[config.mk]
export PLATFORM = sky130hd
export DESIGN_NAME = mem_stage_flat
export DESIGN_NICKNAME = d
export VERILOG_FILES = /design/src/rtl/mem_stage_pkg.sv /design/src/rtl/mem_stage_if.sv /design/src/rtl/mem_stage_pipe_reg.sv /design/src/rtl/mem_stage.sv /design/src/flat_wrapper.sv
export SDC_FILE = /design/constraint.sdc
export NUM_CORES = 1
export LEC_CHECK = 0
export BUFFER_PORTS_ARGS = -buffer_cell sky130_fd_sc_hd__buf_2
export CORE_ASPECT_RATIO = 0.6
export CORE_MARGIN = 2
export CORE_UTILIZATION = 47
export CTS_CLUSTER_SIZE = 8
export DETAILED_ROUTE_END_ITERATION = 10
export GPL_TIMING_DRIVEN = 0
export PLACE_DENSITY = 0.8
export SKIP_LAST_GASP = 1
export SLEW_MARGIN = 20
export SYNTH_ARGS = -nofsm -noshare
export SYNTH_HDL_FRONTEND = slang
export SYNTH_SLANG_ARGS = --single-unit
[constraint.sdc]
create_clock -name clk -period 5.5 [get_ports clk]
set_clock_uncertainty 0.1 [all_clocks]
set_input_delay 1.1 -clock clk [delete_from_list [all_inputs] [get_ports clk]]
set_output_delay 1.1 -clock clk [all_outputs]
set_load 0.01 [all_outputs]
[src/rtl/mem_stage_pkg.sv]
`default_nettype none
// ============================================================================
// Module  : mem_stage_pkg
// Brief   : Shared types and defaults for the pipeline memory stage.
// Revision: 1.0 - initial release
// ============================================================================
package mem_stage_pkg;

    typedef enum logic [0:0] {
        IDLE = 1'b0,
        WAIT = 1'b1
    } state_t;

    localparam int DEF_DATA_W      = 32;
    localparam int DEF_REG_ADDR_W  = 5;
    localparam int DEF_ADDR_OFFSET = 1024;

endpackage
`default_nettype wire

[src/rtl/mem_stage_if.sv]
`default_nettype none
// ============================================================================
// Module  : mem_stage_if
// Brief   : req/ack bus between the memory stage and the data-memory controller.
// Revision: 1.0 - initial release
// ============================================================================
interface mem_stage_if #(
    parameter int DATA_W = 32
);
    logic              mem_req;
    logic              mem_we;
    logic [DATA_W-1:0] mem_addr;
    logic [DATA_W-1:0] mem_wdata;
    logic [DATA_W-1:0] mem_rdata;
    logic              mem_ack;

    modport master (
        output mem_req, mem_we, mem_addr, mem_wdata,
        input  mem_rdata, mem_ack
    );

    modport slave (
        input  mem_req, mem_we, mem_addr, mem_wdata,
        output mem_rdata, mem_ack
    );
endinterface
`default_nettype wire

[src/rtl/mem_stage_pipe_reg.sv]
`default_nettype none
// ============================================================================
// Module  : pipe_reg
// Brief   : Pipeline register with async reset, load enable and sync clear.
// Revision: 1.0 - initial release
// ============================================================================
module pipe_reg #(
    parameter int WIDTH = 1
) (
    input  wire logic             clk,
    input  wire logic             rst,
    input  wire logic             i_en,
    input  wire logic             i_clr,
    input  wire logic [WIDTH-1:0] i_d,
    output logic      [WIDTH-1:0] o_q
);
    logic [WIDTH-1:0] r_q;

    // Clear wins over enable so a bubble can be forced regardless of stalls.
    always_ff @(posedge clk or posedge rst) begin
        if (rst) begin
            r_q <= '0;
        end else if (i_clr) begin
            r_q <= '0;
        end else if (i_en) begin
            r_q <= i_d;
        end
    end

    assign o_q = r_q;
endmodule
`default_nettype wire

[src/rtl/mem_stage.sv]
`default_nettype none
// ============================================================================
// Module  : mem_stage
// Brief   : MEM stage: EX/MEM latch, req/ack data-memory access with upstream
//           freeze, MEM/WB register and forwarding outputs.
//           Optional macro MEM_ALIGN_CHECK_EN adds misaligned-access trapping.
// Revision: 1.0 - initial release
// ============================================================================
module mem_stage
    import mem_stage_pkg::*;
#(
    parameter int DATA_W      = DEF_DATA_W,
    parameter int REG_ADDR_W  = DEF_REG_ADDR_W,
    parameter int ADDR_OFFSET = DEF_ADDR_OFFSET
) (
    input  wire logic                  clk,
    input  wire logic                  rst,
    input  wire logic                  wb_en_in,
    input  wire logic                  mem_read_in,
    input  wire logic                  mem_write_in,
    input  wire logic [DATA_W-1:0]     alu_result_in,
    input  wire logic [DATA_W-1:0]     st_val_in,
    input  wire logic [REG_ADDR_W-1:0] dest_in,
    mem_stage_if.master                mem_bus,
    output logic                       freeze,
    output logic [DATA_W-1:0]          fwd_data,
    output logic [REG_ADDR_W-1:0]      fwd_dest,
    output logic                       fwd_wb_en,
    output logic                       wb_en_out,
    output logic                       mem_read_out,
    output logic [REG_ADDR_W-1:0]      dest_out,
    output logic [DATA_W-1:0]          alu_result_out,
    output logic [DATA_W-1:0]          mem_data_out
`ifdef MEM_ALIGN_CHECK_EN
    ,
    output logic                       misalign_err
`endif
);
    localparam int EXM_W = 3 + 2*DATA_W + REG_ADDR_W;
    localparam int MWB_W = 2 + REG_ADDR_W + 2*DATA_W;
    localparam logic [DATA_W-1:0] c_ADDR_OFF = DATA_W'(ADDR_OFFSET);

    logic [EXM_W-1:0]      w_exm_d;
    logic [EXM_W-1:0]      w_exm_q;
    logic [MWB_W-1:0]      w_mwb_d;
    logic [MWB_W-1:0]      w_mwb_q;

    logic                  r_ex_wb_en;
    logic                  r_ex_mem_read;
    logic                  r_ex_mem_write;
    logic [DATA_W-1:0]     r_ex_alu;
    logic [DATA_W-1:0]     r_ex_st_val;
    logic [REG_ADDR_W-1:0] r_ex_dest;

    state_t                r_state;
    state_t                w_next;
    logic                  w_is_mem;
    logic                  w_misalign;
    logic                  w_req;
    logic                  w_freeze;
    logic                  w_bubble;
    logic [DATA_W-1:0]     w_addr;
    logic                  w_wb_en_eff;
    logic                  w_rd_eff;
    logic [DATA_W-1:0]     w_mem_data;

    // ------------------------------------------------------------------ EX/MEM
    assign w_exm_d = {wb_en_in, mem_read_in, mem_write_in,
                      alu_result_in, st_val_in, dest_in};

    pipe_reg #(.WIDTH(EXM_W)) u_ex_mem (
        .clk   (clk),
        .rst   (rst),
        .i_en  (~w_freeze),
        .i_clr (1'b0),
        .i_d   (w_exm_d),
        .o_q   (w_exm_q)
    );

    assign {r_ex_wb_en, r_ex_mem_read, r_ex_mem_write,
            r_ex_alu, r_ex_st_val, r_ex_dest} = w_exm_q;

    assign w_is_mem = r_ex_mem_read | r_ex_mem_write;
    assign w_addr   = r_ex_alu - c_ADDR_OFF;

`ifdef MEM_ALIGN_CHECK_EN
    logic r_misalign_err;

    assign w_misalign = w_is_mem & (w_addr[1:0] != 2'b00);

    always_ff @(posedge clk or posedge rst) begin
        if (rst) begin
            r_misalign_err <= 1'b0;
        end else if ((r_state == IDLE) && w_misalign) begin
            r_misalign_err <= 1'b1;
        end
    end

    assign misalign_err = r_misalign_err;
`else
    assign w_misalign = 1'b0;
`endif

    // --------------------------------------------------------------------- FSM
    always_ff @(posedge clk or posedge rst) begin
        if (rst) begin
            r_state <= IDLE;
        end else begin
            r_state <= w_next;
        end
    end

    always_comb begin
        w_next   = r_state;
        w_req    = 1'b0;
        w_freeze = 1'b0;
        w_bubble = 1'b0;
        case (r_state)
            IDLE: begin
                if (w_is_mem) begin
                    w_bubble = 1'b1;
                    if (!w_misalign) begin
                        w_req    = 1'b1;
                        w_freeze = 1'b1;
                        w_next   = WAIT;
                    end
                end
            end
            WAIT: begin
                w_req = 1'b1;
                // The ack cycle releases the pipe so the next op enters with no gap.
                if (mem_bus.mem_ack) begin
                    w_next = IDLE;
                end else begin
                    w_freeze = 1'b1;
                    w_bubble = 1'b1;
                end
            end
            default: begin
                w_next = IDLE;
            end
        endcase
    end

    assign mem_bus.mem_req   = w_req;
    assign mem_bus.mem_we    = w_req & r_ex_mem_write;
    assign mem_bus.mem_addr  = w_addr;
    assign mem_bus.mem_wdata = r_ex_st_val;
    assign freeze            = w_freeze;

    // ------------------------------------------------------------------ MEM/WB
    // A read+write op is a store: no writeback and no load data.
    assign w_wb_en_eff = r_ex_wb_en & ~r_ex_mem_write;
    assign w_rd_eff    = r_ex_mem_read & ~r_ex_mem_write;
    assign w_mem_data  = ((r_state == WAIT) && !r_ex_mem_write) ? mem_bus.mem_rdata
                                                                : '0;

    assign w_mwb_d = {w_wb_en_eff, w_rd_eff, r_ex_dest, r_ex_alu, w_mem_data};

    pipe_reg #(.WIDTH(MWB_W)) u_mem_wb (
        .clk   (clk),
        .rst   (rst),
        .i_en  (1'b1),
        .i_clr (w_bubble),
        .i_d   (w_mwb_d),
        .o_q   (w_mwb_q)
    );

    assign {wb_en_out, mem_read_out, dest_out, alu_result_out, mem_data_out} = w_mwb_q;

    assign fwd_data  = r_ex_alu;
    assign fwd_dest  = r_ex_dest;
    assign fwd_wb_en = r_ex_wb_en;
endmodule
`default_nettype wire
[src/flat_wrapper.sv]
// flat-port wrapper written by rule: the top's interface ports become plain ports
module mem_stage_flat import mem_stage_pkg::*;
#(
    parameter int DATA_W      = DEF_DATA_W,
    parameter int REG_ADDR_W  = DEF_REG_ADDR_W,
    parameter int ADDR_OFFSET = DEF_ADDR_OFFSET
)
  (clk, rst, wb_en_in, mem_read_in, mem_write_in, alu_result_in, st_val_in, dest_in, freeze, fwd_data, fwd_dest, fwd_wb_en, wb_en_out, mem_read_out, dest_out, alu_result_out, mem_data_out, mem_bus_mem_req, mem_bus_mem_we, mem_bus_mem_addr, mem_bus_mem_wdata, mem_bus_mem_rdata, mem_bus_mem_ack);
  mem_stage_if #(.DATA_W(DATA_W)) mem_bus_i ();
  input  wire logic clk;
  input  wire logic rst;
  input  wire logic wb_en_in;
  input  wire logic mem_read_in;
  input  wire logic mem_write_in;
  input  wire logic [DATA_W-1:0] alu_result_in;
  input  wire logic [DATA_W-1:0] st_val_in;
  input  wire logic [REG_ADDR_W-1:0] dest_in;
  output logic freeze;
  output logic [DATA_W-1:0] fwd_data;
  output logic [REG_ADDR_W-1:0] fwd_dest;
  output logic fwd_wb_en;
  output logic wb_en_out;
  output logic mem_read_out;
  output logic [REG_ADDR_W-1:0] dest_out;
  output logic [DATA_W-1:0] alu_result_out;
  output logic [DATA_W-1:0] mem_data_out;
  output wire logic [$bits(mem_bus_i.mem_req)-1:0] mem_bus_mem_req;
  output wire logic [$bits(mem_bus_i.mem_we)-1:0] mem_bus_mem_we;
  output wire logic [$bits(mem_bus_i.mem_addr)-1:0] mem_bus_mem_addr;
  output wire logic [$bits(mem_bus_i.mem_wdata)-1:0] mem_bus_mem_wdata;
  input wire logic [$bits(mem_bus_i.mem_rdata)-1:0] mem_bus_mem_rdata;
  input wire logic [$bits(mem_bus_i.mem_ack)-1:0] mem_bus_mem_ack;
  assign mem_bus_mem_req = mem_bus_i.mem_req;
  assign mem_bus_mem_we = mem_bus_i.mem_we;
  assign mem_bus_mem_addr = mem_bus_i.mem_addr;
  assign mem_bus_mem_wdata = mem_bus_i.mem_wdata;
  assign mem_bus_i.mem_rdata = mem_bus_mem_rdata;
  assign mem_bus_i.mem_ack = mem_bus_mem_ack;
  mem_stage #(.DATA_W(DATA_W), .REG_ADDR_W(REG_ADDR_W), .ADDR_OFFSET(ADDR_OFFSET)) u_core (.clk(clk), .rst(rst), .wb_en_in(wb_en_in), .mem_read_in(mem_read_in), .mem_write_in(mem_write_in), .alu_result_in(alu_result_in), .st_val_in(st_val_in), .dest_in(dest_in), .mem_bus(mem_bus_i), .freeze(freeze), .fwd_data(fwd_data), .fwd_dest(fwd_dest), .fwd_wb_en(fwd_wb_en), .wb_en_out(wb_en_out), .mem_read_out(mem_read_out), .dest_out(dest_out), .alu_result_out(alu_result_out), .mem_data_out(mem_data_out));
endmodule
==> results.yml <==
outcome:
  status: "completed"
routing:
  wl_per_cell_um: 16.2
  drcViolationCount: 0
  finalWirelength_um: 15200
  num_vias: 4265
  drt_iter0_drc: 142
  dr.pass1.iters: 4
  antenna_left: 0
  via_per_inst: 4.57
place:
  dp_slack_ps: 2090
  gp_congestion: 0.820
  io_buffers: 282
  dpl.hpwl_um: 11300
worst_setup_path:
  cp-start-kind: "flip-flop"
  regToRegSetupSlack_ps: 3640
  crit_arrival_ps: 2270
  crit-reg2reg-capture: "u_core.u_ex_mem.o_q[43]$_DFFE_PP0P_"
  cp.required_ps: 4300
  ff2ff_path_depth: 5
  endpoint_kind: "primary output"
  worstSetupPathType: "flip-flop to primary output"
  worstPathMaxFanout: 6
  timing.rr.start: "u_core.u_ex_mem.o_q[69]$_DFFE_PP0P_"
worst_hold_path:
  min_path_type: "flip-flop to flip-flop"
  worstHoldStart: "u_core.u_ex_mem.o_q[22]$_DFFE_PP0P_"
  hold_depth: 1
  min_to: "u_core.u_ex_mem.o_q[22]$_DFFE_PP0P_"
clocking:
  cts_buffer_depth: 2
  cts_tree: "done"
  htree_levels: 4
  cts_made_buffers: 17
  postCtsSetupBuffers: 0
  insertion_delay_ps: 410
  root_buffer: "clkbuf_16"
  cts.sinks: 144
  cts_resized: 0
  clk_pin_slew_ps: 60
  postCtsHoldBufs: 0
synth:
  ys_warn_count: 0
  netlist_area_um2: 6280
  synth_area_leaders: "dfrtp_1, mux2_4, buf_4, nor2b_1, and2_1"
  post-synth-top-area-fraction_pct: 57.4
  ys_types: 27
  yosysSeqAreaShare_pct: 57.4
  synth_largest_area_cell: "dfrtp_1"
  syn_area_per_cell_um2: 14.0
  synthCells: 449
  synth-seq-cells: 144
  syn_nets: 557
timing:
  rsz0062_at_grt: "false"
  finalCritPeriodShare_pct: 63.2
  max_freq_ghz: 0.288
  whs_ps: 411
  fin_ws_ps: 2030
  slew-limit-headroom_pct: 65.3
  fin_tns_setup_ps: 0
  finalMaxSlewViolations: 0
  report.final.hold_viol_count: 0
  setup_viol: 0
  period_minus_slack_ps: 3470
  worst_pin_slew_ps: 521
floorplanning:
  die_width_um: 153
  core_area_um2: 12900
  io_pins: 283
  start_util_pct: 48.6
  die_area_um2: 14300
  rows: 32
  dieHeight_um: 93.5
cells_and_area:
  areaGrowthSynthToFinish_pct: 36.7
  drive_gt1_share_pct: 62.4
  diodes: 0
  final_util_pct: 66.4
  final_net_count: 859
power:
  power_density_nw_per_um2: 646
  p_leak_nw: 4.71
  internal_power_mw: 3.71
  ir_worst_vdd_v: 0.000337
  power.total_mw: 5.54
  seq_power_share_pct: 33.4
  comb_power_share_pct: 43.8
  swShare_pct: 33.1
  p_clk_share_pct: 22.8
  p_switching_mw: 1.84
global_route:
  overflow: 0
  grt_pass1_wl_um: 23900
  grt_usage_pct: 21.6
  grt_max_degree: 76
  antenna_found_initial: 0
  grt_pass1_vias: 4570
run:
  maxCapViolations: 0
-- cells by family after synthesis --
kind of cell    Yosys count  share of synthesized area, %
fa+ha+maj                 1                         0.199
compound gates            6                         0.638
xor+xnor                 18                          2.51
buf+inv                  99                          11.8
mux                      70                          16.7
flops                   144                          57.4
simple gates            111                          10.7
-- critical path, cell delays in order (launching register included) --
cell and delay (ps):
dfrtp_1 490, nor4_4 420, nand3_1 240, or3_1 400, xnor2_1 160, buf_2 160
-- how the worst max path moves through the flow --
stage / from / to / cells after the start
after floorplan: rst / u_core.r_state$_DFF_PP0_ / 1
after global placement: rst / u_core.u_mem_wb.o_q[55]$_DFF_PP0_ / 2
after detailed placement: mem_bus_mem_ack / freeze / 7
after CTS: u_core.u_ex_mem.o_q[50]$_DFFE_PP0P_ / mem_bus_mem_addr[20] / 5
after global routing: u_core.u_ex_mem.o_q[47]$_DFFE_PP0P_ / mem_bus_mem_addr[28] / 7
final: u_core.u_ex_mem.o_q[50]$_DFFE_PP0P_ / mem_bus_mem_addr[20] / 5
-- area by class of cell --
cell class / count / area, um2
Fill cell: 969 / 4350
Clock inverter: 12 / 206
Inverter: 4 / 22.5
Sequential cell: 144 / 3600
Buffer: 95 / 728
Clock buffer: 20 / 437
Tap cell: 170 / 213
Timing Repair Buffer: 283 / 1440
Multi-Input combinational cell: 206 / 1930
-- per-stage QoR --
step,area (um2),cells
2_1_floorplan,6280,449
3_3_place_gp,7900,901
3_5_place_dp,7940,902
4_1_cts,8580,934
5_1_grt,8580,934
6_report,8580,934
-- cells in the mapped netlist --
| library cell | number |
|---|---|
| dfrtp_1 | 144 |
| buf_4 | 79 |
| mux2_4 | 70 |
| nor2b_1 | 35 |
| and2_1 | 33 |
| nor2_1 | 12 |
| xor2_1 | 12 |
| buf_6 | 10 |
| nand2_1 | 9 |
| clkbuf_1 | 6 |
| xnor2_1 | 6 |
| nor3_1 | 5 |
| inv_1 | 4 |
| nand3_1 | 3 |
| nor4_1 | 3 |
| o21ai_0 | 3 |
| a22o_1 | 2 |
| nand4_1 | 2 |
| nor4b_1 | 2 |
| or3_1 | 2 |
| and2_4 | 1 |
| ha_1 | 1 |
| nor3b_2 | 1 |
| nor4_2 | 1 |
| nor4_4 | 1 |
| o31ai_1 | 1 |
| or3_4 | 1 |
-- power by group through the flow --
stage	sequential [mW]	combinational (mW)	clock, mW
2_1_floorplan	1.84	1.60	0
3_3_place_gp	1.84	2.41	0
5_1_grt	1.92	2.61	1.34
4_1_cts	1.86	2.46	1.29
6_report	1.85	2.43	1.27
3_5_place_dp	1.86	2.45	0
-- metal layers --
metal  vias up  global-route usage [%]  wire, um  share of wire [%]
met1      2103                    27.1      6290                 42
li1       1992                       -         -                  -
met2       162                    36.5      7530                 50
met4         0                    6.33       114               0.75
met5         -                       0         0                  0
met3         8                    6.77      1220                8.1
-- sequential cells by signal (all words and copies together), names as in the netlist --
name,flops
u_core.r_state,1
u_core.u_mem_wb.o_q,71
u_core.u_ex_mem.o_q,72
-- placed cells by master (no fill, tap or decap), types with 3 or more instances in the layout --
master and instances:
buf_2 282, dfrtp_1 144, buf_4 79, mux2_4 70, nor2b_1 35, and2_1 33, clkbuf_16 17, nor2_1 12
xor2_1 12, buf_6 10, nand2_1 9, clkbuf_1 9, xnor2_1 6, nor3_1 5, bufinv_16 5, o21ai_0 3
inv_1 3, nand3_1 3, nor4_1 3, inv_6 3
No activity file was read; power rests on OpenSTA's default activity.
